$ cat config.mk
export PLATFORM = sky130hd
export DESIGN_NAME = rule110_seed_loader
export DESIGN_NICKNAME = d
export VERILOG_FILES = /design/src/rtl/rule110_seed_loader.sv
export SDC_FILE = /design/constraint.sdc
export NUM_CORES = 1
export LEC_CHECK = 0
export CORE_AREA = 2 2 212 214
export DETAILED_ROUTE_END_ITERATION = 10
export DIE_AREA = 0 0 214 216
export PLACE_DENSITY_LB_ADDON = 0.05
export SLEW_MARGIN = 10
export SYNTH_ARGS = -nofsm -noshare
export SYNTH_HDL_FRONTEND = slang
export SYNTH_SLANG_ARGS = --single-unit
$ cat constraint.sdc
create_clock -name clk -period 27.8 [get_ports clk]
set_input_delay 5.56 -clock clk [delete_from_list [all_inputs] [get_ports clk]]
set_output_delay 5.56 -clock clk [all_outputs]
set_load 0.1 [all_outputs]
$ cat src/rtl/rule110_seed_loader.sv
// Seed loader for the rule-110 automaton: assembles a stream of narrow words
// into the wide data bus, pulses load for LOAD_CYCLES cycles and reports done.
module rule110_seed_loader #(
    parameter int WIDTH       = 512,
    parameter int WORD        = 32,
    parameter int LOAD_CYCLES = 1
) (
    input  logic             clk,
    input  logic             reset,
    input  logic             in_valid,
    output logic             in_ready,
    input  logic [WORD-1:0]  in_data,
    input  logic             in_last,
    output logic             load,
    output logic [WIDTH-1:0] data,
    output logic             busy,
    output logic             done,
    output logic             err_len
);

    localparam int NWORDS = WIDTH / WORD;
    localparam int CW     = (NWORDS > 1) ? $clog2(NWORDS) : 1;
    localparam int LW     = (LOAD_CYCLES > 1) ? $clog2(LOAD_CYCLES) : 1;

    localparam logic [CW-1:0] CNT_ZERO  = {CW{1'b0}};
    localparam logic [CW-1:0] CNT_ONE   = CW'(1);
    localparam logic [CW-1:0] CNT_LAST  = CW'(NWORDS - 1);
    localparam logic [LW-1:0] LCNT_ZERO = {LW{1'b0}};
    localparam logic [LW-1:0] LCNT_ONE  = LW'(1);
    localparam logic [LW-1:0] LCNT_LAST = LW'(LOAD_CYCLES - 1);

    typedef enum logic [0:0] {
        S_FILL = 1'b0,
        S_LOAD = 1'b1
    } state_t;

    state_t           state_r, state_s;
    logic [CW-1:0]    cnt_r, cnt_s;
    logic [LW-1:0]    lcnt_r, lcnt_s;
    logic [WIDTH-1:0] data_r, data_s;
    logic             load_r, load_s;
    logic             done_r, done_s;
    logic             err_r, err_s;
    logic             accept_s;
    logic             frame_end_s;

    // Ready is held low during reset so no word can be taken while state is clearing
    assign in_ready    = (state_r == S_FILL) & ~reset;
    assign accept_s    = in_valid & in_ready;
    assign frame_end_s = in_last | (cnt_r == CNT_LAST);

    assign load    = load_r;
    assign data    = data_r;
    assign done    = done_r;
    assign err_len = err_r;
    assign busy    = (state_r == S_LOAD) | (cnt_r != CNT_ZERO);

    // Next-state, word assembly and load/done/err pulse generation
    always_comb begin
        state_s = state_r;
        cnt_s   = cnt_r;
        lcnt_s  = lcnt_r;
        data_s  = data_r;
        load_s  = 1'b0;
        done_s  = 1'b0;
        err_s   = 1'b0;
        case (state_r)
            S_FILL: begin
                if (accept_s) begin
                    // The first word of a frame wipes the previous seed entirely
                    if (cnt_r == CNT_ZERO) begin
                        data_s = {{(WIDTH-WORD){1'b0}}, in_data};
                    end else begin
                        for (int i = 0; i < NWORDS; i++) begin
                            data_s[i*WORD +: WORD] = (cnt_r == CW'(i)) ? in_data
                                                                       : data_r[i*WORD +: WORD];
                        end
                    end
                    if (frame_end_s) begin
                        cnt_s   = CNT_ZERO;
                        lcnt_s  = LCNT_ZERO;
                        state_s = S_LOAD;
                        load_s  = 1'b1;
                        err_s   = ~in_last & (cnt_r == CNT_LAST);
                    end else begin
                        cnt_s = cnt_r + CNT_ONE;
                    end
                end else begin
                    state_s = S_FILL;
                end
            end
            S_LOAD: begin
                if (lcnt_r == LCNT_LAST) begin
                    state_s = S_FILL;
                    done_s  = 1'b1;
                end else begin
                    lcnt_s = lcnt_r + LCNT_ONE;
                    load_s = 1'b1;
                end
            end
            default: begin
                state_s = S_FILL;
                cnt_s   = CNT_ZERO;
                lcnt_s  = LCNT_ZERO;
            end
        endcase
    end

    // State and output registers; reset discards any partial or loading frame
    always_ff @(posedge clk or posedge reset) begin
        if (reset) begin
            state_r <= S_FILL;
            cnt_r   <= CNT_ZERO;
            lcnt_r  <= LCNT_ZERO;
            data_r  <= {WIDTH{1'b0}};
            load_r  <= 1'b0;
            done_r  <= 1'b0;
            err_r   <= 1'b0;
        end else begin
            state_r <= state_s;
            cnt_r   <= cnt_s;
            lcnt_r  <= lcnt_s;
            data_r  <= data_s;
            load_r  <= load_s;
            done_r  <= done_s;
            err_r   <= err_s;
        end
    end

endmodule

# Word-level counts from Yosys, hierarchy flattened
# Index checks and enable logic that the tools add are counted.
dict set report classes {
  add_sub_neg 2
  multipliers 0
  div_mod_pow 0
  order_cmp 0
  eq_ne 17
  shift 0
  muxes 30
  bitwise_logic 8
  reduce_logical 35
}
# op n
set ops {}
lappend ops {{$mux 512} 1}
lappend ops {{$mux 32} 15}
lappend ops {{$reduce_and 3->1} 16}
lappend ops {{$eq 4x4->1 const B} 8}
lappend ops {{$reduce_bool 2->1} 15}
lappend ops {{$eq 4x3->1 const B} 4}
lappend ops {{$mux 1} 11}
lappend ops {{$eq 4x2->1 const B} 2}
lappend ops {{$add 4x1->4 const B} 1}
lappend ops {{$eq 4x1->1 const B} 1}
lappend ops {{$logic_not 4->1} 1}
lappend ops {{$mux 4} 1}
lappend ops {{$ne 2x2->1 const B} 2}
lappend ops {{$pmux 1 s2} 2}
lappend ops {{$reduce_and 2->1} 2}
lappend ops {{$reduce_bool 4->1} 1}
lappend ops {{$and 1x1->1} 3}
lappend ops {{$not 1->1} 3}
lappend ops {{$or 1x1->1} 2}
lappend ops {{$add 1x1->1 const B} 1}
dict set report word_totals {
  ff_bits 520
  latch_bits 0
  mem_bits_rw 0
  romBits 0
  input_bits 36
  output_inout_bits 517
  elab_cells 113
  mem_count 0
}

# Depth between registers and ports, before layout
dict set report logic_depth {
  depth_word 5
  mapped_depth 9
  ltp_nobuf 5
}

# Worst setup path after synthesis
# OpenSTA, ideal clock, no wires.
dict set report synth_path {
  path_type {input -> output}
  start {input port reset}
  end {output port in_ready}
  arrival_ns 6.811
  required_ns 22.240
  path_slack_ns 15.429
  path_stages 1
  n_path_buf 0
  cell_sequence {nor2_1}
}
dict set report synth_between {
  elab_chain_len 2
}
# item line_no
set synth_rtl {}
lappend synth_rtl {{from (decl)} 9} ;# input logic reset,
lappend synth_rtl {{$not 1->1} 48} ;# assign in_ready = (state_r == S_FILL) & ~reset;
lappend synth_rtl {{$and 1x1->1} 48}
lappend synth_rtl {{to (decl)} 11} ;# output logic in_ready,
# No other way between the ends.

# Worst setup path after layout
# Ends and elaborated chain as after synthesis.

==> results.sh <==
export IMPL_grt_util_met2=0.4410
export IMPL_pre_cts_ws_ps=14820
export IMPL_critPathBufInv=2
export IMPL_detail_route_wl_per_cell_um=26.18
export IMPL_synth_top_cells_by_count="dfrtp_1, mux2_2, clkbuf_1, a22o_1, buf_6"
export IMPL_firstDrtPassIters=4
export IMPL_routabilityCongestion=0.7936
export IMPL_drc=0
export IMPL_ant_nets=0
export IMPL_cts_path_max_buffers=3
export IMPL_synth_area_leaders="dfrtp_1, mux2_2, buf_6, a22o_1, a32o_1"
export IMPL_grt_ovfl_total=0
export IMPL_critPathArrivalTime_ps=7420
export IMPL_die_y_um=216
export IMPL_ys_seq_area_frac=0.6468
export IMPL_rsz0062_at_grt="false"
export IMPL_min_from="data[371]"
export IMPL_cp_common_cell="clkdlybuf4s50_1"
export IMPL_viasPerCell=5.279
export IMPL_max_stage_delay_ps=1140
export IMPL_path_delay_family="buffers and inverters"
export IMPL_synth_nets=1271
export IMPL_r2r_start="cnt_r[0]"
export IMPL_first_global_vias=12990
export IMPL_r2r_slack_ps=24240
export IMPL_drt_iter0_markers=650
export IMPL_cts_max_level=2
export IMPL_portBuffers=552
export IMPL_critPathSlowestCell="clkdlybuf4s50_1"
export IMPL_rows=77
export IMPL_hpwl_um=43280
export IMPL_io_pins=553
export IMPL_routed_wl_um=62490
export IMPL_setup_slack_ps=14820
export IMPL_yosysUniqueCellTypes=33
export IMPL_syn_cell_area_um2=20080
export IMPL_via_count=12600
export IMPL_top_usage_layer="met2"
export IMPL_crit_path_cell_trace="clkdlybuf4s50_1 > nor2_1 > clkdlybuf4s50_1"
export IMPL_grt_pass1_wl_um=91490
export IMPL_globalRouteMet3Util=0.09260
export IMPL_drv_cap=0
export IMPL_reg2reg_depth=7
export IMPL_path_clk_slew_ps=60
export IMPL_coreArea_um2=43840
export IMPL_synth_flop_cell="dfrtp_1"
export IMPL_async_flop_share=1.000
export IMPL_dieArea_um2=46220
export IMPL_synth_most_common_cell="dfrtp_1"
export IMPL_cts_hold_buffers=0
export IMPL_start_util=0.4581
export IMPL_setup_violations_final=0
export IMPL_setup_tns_final_ps=0
export IMPL_layout_min_cycle_time_ps=12980
export IMPL_syn_area_per_cell_um2=16.35
export IMPL_worst_slew_pin_slew_ps=1195
export IMPL_worst_setup_path_end_kind="output pin"
export IMPL_worstReg2RegEnd="data[498]"
export IMPL_antenna_found_initial=3
export IMPL_cts_setup_buffers=0
export IMPL_fin_skew_ps=26.54
export IMPL_min_to="data[371]"
export IMPL_nets=1797
export IMPL_path_max_fanout=5
export IMPL_synth_edff_count=0
export IMPL_fmax_ghz=0.07706
export IMPL_cp_data_required_time_ps=22240
export IMPL_critical_path_class="input pin to output pin"
export IMPL_relSlewSlack=0.1977
export IMPL_area_growth_pct=37.64
export IMPL_min_path_cells=1
export IMPL_report_final_slew_viol_count=0
export IMPL_clock_latency_ps=600
export IMPL_netlist_area_leader_share=0.6468
export IMPL_cts_tree="yes"
export IMPL_clock_sink_count=519
export IMPL_hold_path_class="flip-flop to flip-flop"
export IMPL_syn_inst=1228
export IMPL_min_period_over_period=0.4668
export IMPL_start_kind="input pin"
export IMPL_grt_util_met1=0.3319
export IMPL_drive_above_1_share=0.3259
export IMPL_fin_hold_ws_ps=489.9
export IMPL_clock_root_buffer="clkbuf_16"
export IMPL_numCtsBuffers=53
export IMPL_finalHoldViolCount=0
export IMPL_grt_max_degree=168
export IMPL_die_w_um=214
export IMPL_yosys_warnings=0
export IMPL_synth_area_leader_cell="dfrtp_1"
export IMPL_ctsResizeCount=0
export IMPL_outcome="finished, final reports clean"
export IMPL_grt_usage=0.2693
export IMPL_ys_ff_latch=519
area by class of cell:
class	instances	area (um2)
fill	3400	16200
sequential	519	12990
clock inverter	14	126.4
tap	592	740.7
clock buffer	79	1617
inverter	4	22.52
antenna	3	7.507
timing repair buffer	572	5688
multi-input combinational	604	6449
cells in the final DEF, fill, tap and decap left out, drive strengths merged:
cell type and n:
a21oi 6, a22o 31, a31oi 1, a32o 26, and2 33, and3b 2
buf 20, bufinv 2, clkbuf 79, clkdlybuf4s50 552, clkinv 10, clkinvlp 1
dfrtp 519, diode 3, ha 7, inv 5, mux2 455, nand2 5
nand2b 1, nand3 5, nand3b 6, nand4bb 1, nor2 6, nor3b 2
nor4 4, o21ai 7, o22ai 2, or3b 2, or4 1, xnor2 1
worst max path at each step:
stage	start	endpoint	slack (ps)	cells past startpoint
3_5_place_dp	reset	in_ready	14820	3
2_1_floorplan	reset	cnt_r[0]	7740	1
4_1_cts	reset	in_ready	14820	3
5_1_grt	reset	in_ready	14780	3
6_report	reset	in_ready	14820	3
3_3_place_gp	reset	in_ready	14780	3
cells by family after synthesis:
| kind of cell | share of synthesized area |
|---|---|
| AO/OA/AOI/OAI | 0.03483 |
| XOR/XNOR | 0.0004363 |
| adder cells (fa/ha/maj) | 0.004362 |
| buffers and inverters | 0.03408 |
| flip-flops | 0.6468 |
| multiplexers | 0.2552 |
| AND/OR/NAND/NOR | 0.02430 |
worst reg2reg max path, cell delays in order, from the launching register on:
cell and delay [ps]:
dfrtp_1 460, inv_1 150, ha_1 360, or3b_2 690
buf_4 350, o22ai_4 550, buf_4 480, mux2_2 400
state kept, by name, indices dropped and copies added (netlist names):
signal   cells
err_len      1
done         1
load         1
cnt_r        4
data       512
metal layers:
metal / wire length [um] / up-vias
met4: 2232 / 2
met5: 13 / -
met1: 24850 / 6648
met3: 5097 / 110
met2: 30300 / 417
li1: - / 5424
through the flow:
stage	cell area, um2	util	instances
after floorplan	20080	-	1228
after global placement	25890	0.5906	2291
after detailed placement	25890	0.5906	2291
after CTS	27630	0.6303	2384
after global routing	27630	0.6303	2384
final	27640	0.6305	2387
Power is left out: the tool's default activity adds up to more than one toggle a clock period on the data nets, which glitch-free logic cannot reach.
